===== src/rtl/context_stack.sv =====
// Purpose : saves/restores an NWORDS-word context frame to data memory over the shared bus, with stack bounds checking.
// Latency : op_done NWORDS+1 cycles after op_start with bus_grant held high, +1 per wait cycle; 1 cycle on a bounds error.
// Backpr. : bus_grant low stalls the current word indefinitely with address/data/strobes held; op_start ignored while busy.
// Ports   : clk/rst (async active-low); op_start/op_push/busy/op_done/op_err control handshake with the CPU;
//           sp_in/sp_out/sp_we stack pointer exchange; push_data/pop_data packed frames (word i at [i*DATA_W +: DATA_W]);
//           bus_req/bus_grant/mem_addr/mem_wr/mem_rd/mem_wdata/mem_rdata data-memory bus side.
module context_stack #(
    parameter int                DATA_W   = 8,
    parameter int                ADDR_W   = 8,
    parameter int                NWORDS   = 2,
    parameter logic [ADDR_W-1:0] SP_LIMIT = 8'h80,
    parameter logic [ADDR_W-1:0] SP_EMPTY = 8'hFF
) (
    input  logic                     clk,
    input  logic                     rst,
    input  logic                     op_start,
    input  logic                     op_push,
    output logic                     busy,
    output logic                     op_done,
    output logic                     op_err,
    input  logic [ADDR_W-1:0]        sp_in,
    output logic [ADDR_W-1:0]        sp_out,
    output logic                     sp_we,
    input  logic [NWORDS*DATA_W-1:0] push_data,
    output logic [NWORDS*DATA_W-1:0] pop_data,
    output logic                     bus_req,
    input  logic                     bus_grant,
    output logic [ADDR_W-1:0]        mem_addr,
    output logic                     mem_wr,
    output logic                     mem_rd,
    output logic [DATA_W-1:0]        mem_wdata,
    input  logic [DATA_W-1:0]        mem_rdata
);

    localparam int                FRAME_W = NWORDS * DATA_W;
    localparam int                CNT_W   = (NWORDS > 1) ? $clog2(NWORDS) : 1;
    localparam logic [CNT_W-1:0]  LAST    = CNT_W'(NWORDS - 1);
    localparam logic [ADDR_W:0]   NW_EXT  = (ADDR_W + 1)'(NWORDS);

    typedef enum logic [1:0] {
        ST_IDLE = 2'd0,
        ST_XFER = 2'd1,
        ST_DONE = 2'd2,
        ST_ERR  = 2'd3
    } state_t;

    state_t              state_q, state_d;
    logic [CNT_W-1:0]    cnt_q, cnt_d;
    logic                push_q, push_d;
    logic [ADDR_W-1:0]   sp_lat_q, sp_lat_d;
    logic [FRAME_W-1:0]  frame_q, frame_d;
    logic [ADDR_W-1:0]   sp_out_q, sp_out_d;
    logic [FRAME_W-1:0]  pop_q, pop_d;

    // Bounds check in ADDR_W+1 bits so neither direction can wrap around.
    logic [ADDR_W:0] sp_ext;
    logic            push_ok, pop_ok;

    assign sp_ext  = {1'b0, sp_in};
    assign push_ok = (sp_ext >= NW_EXT) && ((sp_ext - NW_EXT) >= {1'b0, SP_LIMIT});
    assign pop_ok  = (sp_ext + NW_EXT) <= {1'b0, SP_EMPTY};

    // Push walks words 0..N-1 downwards from SP-1; pop walks words N-1..0
    // upwards from SP, so the counter maps to a different frame word per direction.
    logic [CNT_W-1:0]  word_idx;
    logic [ADDR_W-1:0] xfer_addr;

    assign word_idx  = push_q ? cnt_q : (LAST - cnt_q);
    assign xfer_addr = push_q ? (sp_lat_q - ADDR_W'(1) - ADDR_W'(cnt_q))
                              : (sp_lat_q + ADDR_W'(cnt_q));

    always_ff @(posedge clk or negedge rst) begin
        if (!rst) begin
            state_q  <= ST_IDLE;
            cnt_q    <= '0;
            push_q   <= 1'b0;
            sp_lat_q <= '0;
            frame_q  <= '0;
            sp_out_q <= '0;
            pop_q    <= '0;
        end else begin
            state_q  <= state_d;
            cnt_q    <= cnt_d;
            push_q   <= push_d;
            sp_lat_q <= sp_lat_d;
            frame_q  <= frame_d;
            sp_out_q <= sp_out_d;
            pop_q    <= pop_d;
        end
    end

    always_comb begin
        state_d  = state_q;
        cnt_d    = cnt_q;
        push_d   = push_q;
        sp_lat_d = sp_lat_q;
        frame_d  = frame_q;
        sp_out_d = sp_out_q;
        pop_d    = pop_q;

        case (state_q)
            ST_IDLE: begin
                if (op_start) begin
                    if (op_push ? push_ok : pop_ok) begin
                        push_d   = op_push;
                        sp_lat_d = sp_in;
                        frame_d  = push_data;
                        sp_out_d = op_push ? (sp_in - ADDR_W'(NWORDS))
                                           : (sp_in + ADDR_W'(NWORDS));
                        cnt_d    = '0;
                        state_d  = ST_XFER;
                    end else begin
                        state_d  = ST_ERR;
                    end
                end
            end
            ST_XFER: begin
                if (bus_grant) begin
                    if (!push_q) begin
                        pop_d[int'(word_idx)*DATA_W +: DATA_W] = mem_rdata;
                    end
                    if (cnt_q == LAST) begin
                        state_d = ST_DONE;
                    end else begin
                        cnt_d = cnt_q + CNT_W'(1);
                    end
                end
            end
            ST_DONE: state_d = ST_IDLE;
            ST_ERR:  state_d = ST_IDLE;
            default: state_d = ST_IDLE;
        endcase
    end

    assign busy      = (state_q != ST_IDLE);
    assign op_done   = (state_q == ST_DONE) || (state_q == ST_ERR);
    assign op_err    = (state_q == ST_ERR);
    assign sp_we     = (state_q == ST_DONE);
    assign sp_out    = sp_out_q;
    assign pop_data  = pop_q;
    assign bus_req   = (state_q == ST_XFER);
    assign mem_wr    = bus_req && push_q;
    assign mem_rd    = bus_req && !push_q;
    assign mem_addr  = bus_req ? xfer_addr : '0;
    assign mem_wdata = mem_wr ? frame_q[int'(word_idx)*DATA_W +: DATA_W] : '0;

endmodule


===== config.mk =====
export PLATFORM = sky130hd
export DESIGN_NAME = context_stack
export DESIGN_NICKNAME = d
export VERILOG_FILES = /design/src/rtl/context_stack.sv
export SDC_FILE = /design/constraint.sdc
export NUM_CORES = 1
export LEC_CHECK = 0
export ABC_AREA = 1
export CAP_MARGIN = 5
export CORE_UTILIZATION = 43
export CTS_CLUSTER_SIZE = 14
export DETAILED_ROUTE_END_ITERATION = 8
export GPL_ROUTABILITY_DRIVEN = 0
export PLACE_DENSITY = 0.8
export SETUP_SLACK_MARGIN = 0.15
export SYNTH_ARGS = -nofsm -noshare
export SYNTH_HDL_FRONTEND = slang
export SYNTH_SLANG_ARGS = --single-unit

===== constraint.sdc =====
create_clock -name clk -period 1.6 [get_ports clk]
set_input_delay 0.16 -clock clk [delete_from_list [all_inputs] [get_ports clk]]
set_output_delay 0.16 -clock clk [all_outputs]
set_load 0.01 [all_outputs]

==> key figures <==
Outcome
  • Status: finished, violations left
  • Failing checks: design-rule violations, negative setup slack

Worst setup path
  • Worst path cell trace: inv_2 -> ha_4 -> inv_2 -> ha_4 -> nand2_2 -> inv_2 -> nand3_4 -> o31ai_4 -> buf_4 -> a21oi_2 -> buf_2
  • Nature of the critical path endpoint: output pin
  • Critical path launch point type: flop
  • WP data arrival: ~1900 ps
  • CP max stage cell: dfrtp_1
  • Buf/Inv on CP: 5
  • Worst path max stage delay: 430 ps
  • CP Class: reg2out
  • Critical path's top delay family: buffers and inverters
  • Most common cell type on the critical path: inv_2
  • Critical Path Fanout Max: 3
  • Worst EP required: approximately 1400 ps

Logic synthesis
  • Netlist cell types: 29
  • Post-Syn Instances: between 300 and 400
  • Synthesized area: about 3000 µm²
  • Post-synthesis sequential area ratio: a little over two fifths
  • Syn_nets: 431
  • Mapped Avg Cell Area: 7.66 µm²
  • Post-synthesis register bit count: 51
  • Synth Warn #: 0

Placed design
  • Pre-CTS setup slack: -688 ps
  • IO buf count: 83
  • Placed cells: roughly 590
  • Detail Placement HPWL: 6.01 mm

CTS
  • CTS Buffer Depth: 2
  • Clock Root Buffer: clkbuf_8
  • Clock sinks: 51
  • CTS tree: yes
  • CTS H-tree lvls: 2
  • Worst skew pair latency: 320 ps
  • Num CTS Buffers: 5
  • Clock slew at reported path FFs: 110 ps

Power and ir drop
  • Pwr dens: 1800 nW/µm²
  • Sw power: approximately 4.2 mW
  • Switching Fraction: about 43%
  • Power Internal: 5.57 mW
  • Static Leakage: roughly 2.7 nW
  • Maximum VDD drop: between 900 and 1000 µV
  • Power share of the sequential group: about a quarter
  • Clock power frac: under 10%
  • Logic pwr share: between 60% and 70%

Global routing
  • First-pass GRT wire length: 15.7 mm
  • Pin count of the biggest net entering global routing: 52
  • Vias in the first global route: ~3300
  • Initial antenna violation count: 0
  • Total global routing overflow: 0
  • GRT Total Usage: between 20% and 30%

Timing
  • Hold WS: about 220 ps
  • Clk_skew: between 10 and 15 ps
  • Post-route worst setup slack: -494 ps
  • Max Slew Vio Count: 0
  • Period Utilization, post-route: 131%
  • Slew @ Worst Pin: between 300 and 400 ps
  • Relative slew slack: between 70% and 80%
  • Min Tclk post-route: around 2100 ps
  • Achievable Freq: 477 MHz
  • Hold Vio Cnt, Final: 0
  • Unrepaired setup endpoints after global routing: yes
  • Final setup violation count: 55

Routing
  • DRC viols: 7
  • Initial drt markers: 250
  • DRT Pass-1 Iters: 7
  • WL final: around 11 mm
  • Post-DRT Antenna Nets: 0
  • Routed WL per cell: 17.9 µm
  • Via count: approximately 3400
  • Vias per cell: approximately 5.4

Finish
  • Layout area overhead: 83.0%
  • Share of layout cells above drive strength 1: between 40% and 50%
  • Ant. Diodes: 0
  • NumNets Final: 598
  • Cell Count, Final, Fillers Out: ~630
  • Number of fill cells: 337

Floorplanning
  • Initial Utilization: 45.5%
  • Die footprint: 7210 µm²
  • Die height: roughly 85 µm
  • Ports: 84
  • Die W: 84.9 µm
  • Site row count: 29
  • Core area: roughly 6500 µm²

Job
  • Maxcap violations: 0

Min path
  • Hold Path Class: in2reg
[layout make-up]
type | count | area [µm²] | share of cell area, %
multi-input cells | 268 | 1960 | 36.3
flip-flops and latches | 51 | 1280 | 23.6
repair buffers | 175 | 1760 | 32.5
well taps | 77 | 96.3 | 1.78
clock inverters | 3 | 46.3 | 0.855
clock buffers | 5 | 68.8 | 1.27
inverters | 52 | 204 | 3.77
[kinds of logic (layout without fill, tap and decap cells)]
group,Yosys count,count (layout),share of synthesized area [%]
simple gates,198,199,30.9
buf+inv,68,235,10.6
compound gates,56,56,10.5
flops,51,51,43.1
fa+ha+maj,8,8,3.38
xor+xnor,5,5,1.48
[power by group through the flow]
stage | Combinational (mW) | Sequential, mW | Clock [mW]
3_3_place_gp | 4.42 | 2.29 | 0
4_1_cts | 5.10 | 2.32 | 0.925
2_1_floorplan | 2.01 | 2.43 | 0
6_report | 6.29 | 2.52 | 0.928
3_5_place_dp | 4.55 | 2.32 | 0
5_1_grt | 6.66 | 2.57 | 0.970
[stage by stage]
stage	utilization [%]	instance area, µm²	power, mW	setup TNS, ps
after global placement	70.0	4550	6.71	-24210
after global routing	83.3	5410	10.2	-13390
after CTS	76.1	4940	8.34	-6440
after detailed placement	70.0	4550	6.86	-27990
after floorplan	-	3160	4.44	-117
final	83.3	5410	9.74	-11790
[final timing paths]
check	from	endpoint	slack, ps	cells past startpoint
max reg2reg	state_q[1]	push_q	-250	11
max	cnt_q	mem_addr[6]	-490	11
min	sp_in[1]	sp_lat_q[1]	220	4
min in group asynchronous	rst	pop_data[5]	440	3
min reg2reg	frame_q[8]	frame_q[8]	500	2
max in group asynchronous	rst	sp_lat_q[0]	900	3
[routing by layer]
metal	global-route usage (%)	vias up	share of wire [%]
li1	-	1571	-
met1	32.3	1656	37
met2	52.8	164	53
met3	3.99	46	4.9
met4	6.78	0	4.9
met5	0	-	0
[cells in the final DEF, fill, tap and decap left out, types with 8 or more instances in the layout]
cell / count
clkdlybuf4s50_1: 49
buf_2: 21
buf_4: 51
o21ai_0: 13
nor2_1: 20
nand3_2: 33
dfrtp_1: 50
buf_6: 24
inv_2: 8
nand3_1: 8
a21oi_1: 12
o211ai_1: 8
inv_1: 41
nand2_4: 22
buf_12: 13
nand2_1: 54
nand2_2: 41
[sequential cells by signal, indices dropped and copies added, names as in the netlist]
register,cells
frame_q,16
pop_data,16
sp_lat_q,8
sp_out,7
state_q,2
cnt_q,1
push_q,1
[cells in the mapped netlist]
cell | number | area [µm²]
a211oi_1 | 1 | 7.51
a21boi_0 | 1 | 7.51
a21oi_1 | 18 | 90.1
a31oi_1 | 1 | 6.26
buf_1 | 1 | 3.75
buf_2 | 4 | 20.0
buf_4 | 4 | 30.0
buf_6 | 5 | 56.3
clkbuf_1 | 2 | 7.51
dfrtp_1 | 51 | 1280
ha_1 | 8 | 100
inv_1 | 49 | 184
inv_2 | 3 | 11.3
nand2_1 | 114 | 428
nand2_2 | 2 | 12.5
nand2_4 | 1 | 11.3
nand3_1 | 31 | 155
nand3_2 | 12 | 120
nand4_1 | 2 | 12.5
nand4_4 | 1 | 21.3
nor2_1 | 27 | 101
nor2_2 | 4 | 25.0
nor2_4 | 1 | 11.3
nor3_1 | 3 | 15.0
o211ai_1 | 8 | 60.1
o21ai_0 | 24 | 120
o21ai_1 | 1 | 5.00
o31ai_1 | 2 | 15.0
xor2_1 | 5 | 43.8
[worst min-delay path, stage by stage]
cell and delay, ps:
buf_6 100, buf_4 120, nand3_2 60, nand2_1 50
[repair_timing]
item | in CTS | in global routing
cloned | 3 | 4
gates resized for setup | 151 | 116
pin swaps | 21 | 46
endpoints found under the setup margin | 66 | 73
hold buffers | 1 | 0
endpoints found under the hold margin | 51 | 0
setup buffers | 16 | 6
Power figures use the tool's default switching activity.
